<file path="src/rtl/a2d_spi_resp.sv">
// a2d_spi_resp: clk-domain SPI slave model of the A2D converter.
// Decodes the channel from each 16-bit command frame and returns that channel's sample in the next frame.
module a2d_spi_resp #(
  parameter int FRM_BITS = 16
) (
  input  logic        clk,
  input  logic        rst_n,
  input  logic        SS_n,
  input  logic        SCLK,
  input  logic        MOSI,
  output logic        MISO,
  output logic [2:0]  chnl,
  input  logic [11:0] smpl_data,
  output logic        frm_done,
  output logic        frm_err
);
  typedef enum logic {IDLE, ACTIVE} state_t;
  localparam logic [4:0] CNT_FRM = 5'(FRM_BITS);
  localparam logic [4:0] CNT_MAX = 5'(FRM_BITS + 1);
  state_t      state, nxt;
  logic [2:0]  ss_sync, sclk_sync;
  logic [1:0]  mosi_sync;
  logic        vld, armed;
  logic [15:0] tx_shft;
  logic [13:0] rx_shft;
  logic [4:0]  bit_cnt;
  logic        ss_fall, ss_rise, sclk_rise, sclk_fall, go, fin, good;
  assign ss_fall   = ss_sync[2] & ~ss_sync[1];
  assign ss_rise   = ~ss_sync[2] & ss_sync[1];
  assign sclk_rise = ~sclk_sync[2] & sclk_sync[1];
  assign sclk_fall = sclk_sync[2] & ~sclk_sync[1];
  assign good      = bit_cnt == CNT_FRM;
  assign MISO      = (state == ACTIVE) & tx_shft[15];
  // armed blocks a frame already in progress at reset release: SS_n must first be sampled high
  always_ff @(posedge clk or negedge rst_n)
    if (!rst_n) begin
      ss_sync   <= 3'b111;
      sclk_sync <= 3'b111;
      mosi_sync <= 2'b00;
      vld       <= 1'b0;
      armed     <= 1'b0;
    end else begin
      ss_sync   <= {ss_sync[1:0], SS_n};
      sclk_sync <= {sclk_sync[1:0], SCLK};
      mosi_sync <= {mosi_sync[0], MOSI};
      vld       <= 1'b1;
      armed     <= armed | (vld & ss_sync[0]);
    end
  always_ff @(posedge clk or negedge rst_n)
    if (!rst_n) state <= IDLE;
    else state <= nxt;
  always_comb begin
    nxt = (state == IDLE) ? ((ss_fall && armed) ? ACTIVE : IDLE) : (ss_rise ? IDLE : ACTIVE);
    go  = (state == IDLE) && ss_fall && armed;
    fin = (state == ACTIVE) && ss_rise;
  end
  // an SS_n rise on the same clk as an SCLK edge drops the edge
  always_ff @(posedge clk or negedge rst_n)
    if (!rst_n) begin
      tx_shft  <= '0;
      rx_shft  <= '0;
      bit_cnt  <= '0;
      chnl     <= '0;
      frm_done <= 1'b0;
      frm_err  <= 1'b0;
    end else begin
      frm_done <= fin && good;
      frm_err  <= fin && !good;
      if (fin && good) chnl <= rx_shft[13:11];
      if (go) begin
        tx_shft <= {4'b0000, smpl_data};
        bit_cnt <= '0;
      end else if (state == ACTIVE && !ss_rise) begin
        if (sclk_rise) begin
          rx_shft <= {rx_shft[12:0], mosi_sync[1]};
          if (bit_cnt != CNT_MAX) bit_cnt <= bit_cnt + 5'd1;
        end
        if (sclk_fall && bit_cnt != 5'd0) tx_shft <= {tx_shft[14:0], 1'b0};
      end
    end
endmodule

</file>
<file path="config.mk">
export PLATFORM = sky130hd
export DESIGN_NAME = a2d_spi_resp
export DESIGN_NICKNAME = d
export VERILOG_FILES = /design/src/rtl/a2d_spi_resp.sv
export SDC_FILE = /design/constraint.sdc
export NUM_CORES = 1
export LEC_CHECK = 0
export CAP_MARGIN = 20
export CORE_MARGIN = 2
export CORE_UTILIZATION = 55
export DETAILED_ROUTE_END_ITERATION = 8
export DONT_BUFFER_PORTS = 1
export GPL_ROUTABILITY_DRIVEN = 0
export PLACE_DENSITY = 0.73
export SETUP_SLACK_MARGIN = 0.2
export SYNTH_ARGS = -nofsm -noshare
export SYNTH_HDL_FRONTEND = slang
export SYNTH_SLANG_ARGS = --single-unit
</file>
<file path="constraint.sdc">
create_clock -name clk -period 2 [get_ports clk]
set_clock_uncertainty 0.05 [all_clocks]
set_input_delay 0.2 -clock clk [delete_from_list [all_inputs] [get_ports clk]]
set_output_delay 0.2 -clock clk [all_outputs]
set_load 0.01 [all_outputs]
</file>
Word level (Yosys, flattened, before mapping)
Index checks and enable logic that the tools add are counted.

cells by class
  bitwise gates (word level) = 13
  multiplexer cells = 10
  reductions and logical operators = 18
  equality and inequality tests = 2
  add/subtract/negate cells = 1

operators by type and width
  kind                 count
  $mux 16              3
  $mux 5               4
  $logic_and 1x1->1    8
  $reduce_bool 2->1    4
  $and 1x1->1          6
  $not 1->1            6
  $reduce_and 3->1     2
  $add 5x1->5 const B  1
  $eq 5x5->1 const B   1
  $ne 5x5->1 const B   1
  $reduce_bool 5->1    1
  $mux 1               3
  $logic_not 1->1      2
  $reduce_and 2->1     1
  $or 1x1->1           1

storage, ports and cells
  bits in registers = 51
  output and inout port bits = 6
  input port bits = 17

Longest topological paths before layout
  word-level depth = 6
  mapped depth = 8
  gate-level depth less buffers = 6

Worst setup path before layout
Ideal clock, no wire load.

  path type = register to register
  start point = register bit_cnt[0]
  end point = register tx_shft[10]
  data required time = 1.824 ns
  slack = 0.015 ns
  period minus slack after synthesis = 1.985 ns
  arrival time = 1.809 ns
  path buffers = 2
  stages on the path, launching flop included = 8
  cells stage by stage = dfrtp_1 inv_1 ha_1 or4b_1 and4_4 buf_6 buf_8 a221o_1

between the ends
  cells in the longest elaborated chain, start to end = 4

ends and longest elaborated chain
  what                         line  text
  from (decl)                  26    logic [4:0] bit_cnt;
  from (signal assigned)       76    if (bit_cnt != CNT_MAX) bit_cnt <= bit_cnt + 5'd1;
  $reduce_bool 5->1            78    if (sclk_fall && bit_cnt != 5'd0) tx_shft <= {tx_shft[14:0], 1'b0};
  $logic_and 1x1->1            78
  $reduce_bool 2->1 (no line)  -
  $reduce_and 2->1 (no line)   -
  to (signal assigned)         71    tx_shft <= {4'b0000, smpl_data};
  to (signal assigned)         78
  to (decl)                    24    logic [15:0] tx_shft;

Every way passes these cells.
A chain may end at the register's enable or synchronous reset.

Worst setup path in the final report
  start point = register bit_cnt[0]
  end point = register tx_shft[8]

Same word-level chain as after synthesis.

==> out/qor.yml <==
worst_setup_path:
  cp_top_family: "simple AND/OR/NAND/NOR gates"
  cp.required_ns: 2.19
  end_kind: "flip-flop"
  path_class: "flip-flop to flip-flop"
  slowest_stage: "or4b_4"
  worstRegToRegCells: 7
  worstReg2RegStart: "bit_cnt[0]$_DFFE_PN0P_"
  reg2reg_to: "tx_shft[8]$_DFFE_PN0P_"
  path_cells: "inv_2, ha_4, or4b_4, nand4_1, buf_6, and3_4, a221o_1"
  cp_data_arrival_time_ns: 2.04
  slowest_delay_ns: 0.47
  path_max_fanout: 8
  regToRegSetupSlack_ns: 0.15
  critPathLaunchType: "flip-flop"
  worst-path-buf-inv: 2
timing:
  setup_viol: 0
  timing.hold.ws_ns: 0.00149
  rsz0062_at_grt: "yes"
  layout_min_cycle_time_ns: 1.85
  period_share_pct: 92.3
  drv_slew: 0
  hold_viol: 0
  max_freq_mhz: 542
  fin_setup_tns_ns: 0
cts:
  clk_pin_slew_ns: 0.09
  clock_sinks: 51
  clk_path_buf_depth: 2
  numCtsBuffers: 5
  clk_latency_ns: 0.30
  cts_root_buf: "clkbuf_8"
  cts_tree: "built"
  htreeDepth: 2
floorplan:
  die_w_um: 65.3
  num_rows: 22
  die-area_um2: 4260
  dieHeight_um: 65.3
  initial_core_util_pct: 56.9
  core_um2: 3630
  pin_count: 23
finish:
  multi_input_area_um2: 776
  area_growth_syn_to_layout_pct: 21.5
  final_common_cell: "nand2_1"
  nNetsFinal: 233
  regArea_um2: 1280
  n_fill_cell: 252
  num_antenna_cells: 0
  final_cell_mix: "nand2_1 (57), dfrtp_1 (45), dlygate4sd3_1 (13)"
  drive_above_1_share_pct: 23.4
route:
  firstDrtPassIters: 5
  top_layer: "met4"
  routed_via_density: 5.67
  drc_errors: 0
  drt_iter0_drc: 212
  met2_length_um: 2110
  num_vias: 1486
  routed_wl_um: 4140
  wl_met3_um: 208
  wl_met1_um: 1710
  wl_per_cell_um: 15.8
  detail-route-antenna-nets: 0
pwr:
  power_density_nw_per_um2: 1130
  power_w: 0.00283
  ir_drop_uv: 485
  power.leakage_nw: 1.23
logic_synthesis:
  syn_inst: 187
  syn_area_um2: 2070
  synth_flop_cell: "dfrtp_1"
  yosysTopAreaCell: "dfrtp_1"
  ys_types: 34
  yosys.area.top_type_share_pct: 54.5
  async_flop_share_pct: 100
  synth.net_count: 207
  synth-edff-count: 0
  ys_warn_count: 0
  synth_area_leaders: "dfrtp_1 (54%), nand2_1 (10%), dfstp_2 (7.6%), and3_1 (3.3%), a221o_1 (2.9%)"
  yosysSeqAreaShare_pct: 62.1
  synth_seq_cells: 51
  syn_avg_cell_area_um2: 11.1
min_path:
  hold_start: "smpl_data[7]"
  hold_depth: 1
  whs_endpoint: "tx_shft[7]$_DFFE_PN0P_"
  hold_path.class: "input port to flip-flop"
global_route:
  grt_overflow: 0
  antenna_found_initial: 0
  grt_max_degree: 52
  first_global_vias: 1524
  grt_use_total_pct: 21.6
  grt_pass1_wl_um: 6930
place:
  io_buffers: 0
  dpl.hpwl_um: 2400
flow_run:
  max-cap-violations: 0
outcome:
  outcome: "finished, final reports clean"
cell type report:
class                   count  share of cell area, %
clock inverters             2                   1.40
repair buffers             27                   10.5
flip-flops and latches     51                   51.1
inverters                   3                  0.448
clock buffers               6                   3.29
well taps                  48                   2.39
multi-input cells         125                   30.9
layer usage:
metal	GRT usage (%)	vias to the layer above
met5	0	-
met4	7.81	0
met3	6.85	12
met2	35.1	55
met1	27.2	722
li1	-	697
flip-flops by register name, indices dropped and copies added (netlist names):
| signal | flops |
|---|---|
| sclk_sync | 3 |
| frm_err | 1 |
| mosi_sync | 2 |
| ss_sync | 3 |
| tx_shft | 16 |
| vld | 1 |
| rx_shft | 14 |
| bit_cnt | 5 |
| frm_done | 1 |
| armed | 1 |
| chnl | 3 |
| state | 1 |
kinds of logic after synthesis:
logic type                 Yosys count  synth area share, %
and+or+nand+nor                     91                 20.8
muxes                                6                 3.09
adders and majority gates            3                 1.82
AOI/OAI and AO/OA                   22                 8.41
xor gates and xnor gates             1                0.424
DFF                                 51                 62.1
buffers and inverters               12                 3.15
other                                1                0.181
through the flow:
stage / worst slack, ns / area [um2] / cells / util (%)
6_report: 0.154 / 2510 / 262 / 69.1
5_1_grt: 0.0921 / 2510 / 262 / 69.1
4_1_cts: 0.201 / 2430 / 256 / 66.9
3_5_place_dp: 0.0769 / 2120 / 230 / 58.3
3_3_place_gp: 0.144 / 2120 / 230 / 58.3
2_1_floorplan: 0.0616 / 2080 / 187 / -
synthesized netlist by cell type (2+ instances only):
| cell | number |
|---|---|
| nand2_1 | 57 |
| nand3_1 | 3 |
| dfstp_2 | 6 |
| clkbuf_1 | 6 |
| inv_1 | 3 |
| and3_1 | 11 |
| nand2b_1 | 2 |
| ha_1 | 3 |
| a221o_2 | 4 |
| nor2_1 | 5 |
| mux2i_1 | 3 |
| a221o_1 | 6 |
| a21oi_1 | 7 |
| nor2b_1 | 2 |
| nand4_1 | 4 |
| dfrtp_1 | 45 |
| mux2_2 | 3 |
power breakdown:
group	switching, W	leakage [nW]	internal, W
combinational	0.000311	0.517	0.000401
sequential	0.000137	0.650	0.00125
clock	0.000328	0.0612	0.000405
worst max-delay path by stage:
stage                                 from                 endpoint  cells after the start
floorplan           bit_cnt[0]$_DFFE_PN0P_  tx_shft[10]$_DFFE_PN0P_                      7
global placement    bit_cnt[1]$_DFFE_PN0P_   tx_shft[1]$_DFFE_PN0P_                      5
detailed placement  bit_cnt[1]$_DFFE_PN0P_   tx_shft[3]$_DFFE_PN0P_                      5
CTS                 bit_cnt[0]$_DFFE_PN0P_   tx_shft[2]$_DFFE_PN0P_                      5
global route        bit_cnt[0]$_DFFE_PN0P_   tx_shft[8]$_DFFE_PN0P_                      7
finish              bit_cnt[0]$_DFFE_PN0P_   tx_shft[8]$_DFFE_PN0P_                      7
repair_timing:
action / CTS / global route
hold buffers: 11 / 3
pin swaps: 6 / 4
setup buffers: 6 / 2
endpoints found under the hold margin: 60 / 3
resized for setup: 3 / 9
endpoints found under the setup margin: 13 / 21
cloned: 1 / 1
Power figures use the tool's default switching activity.
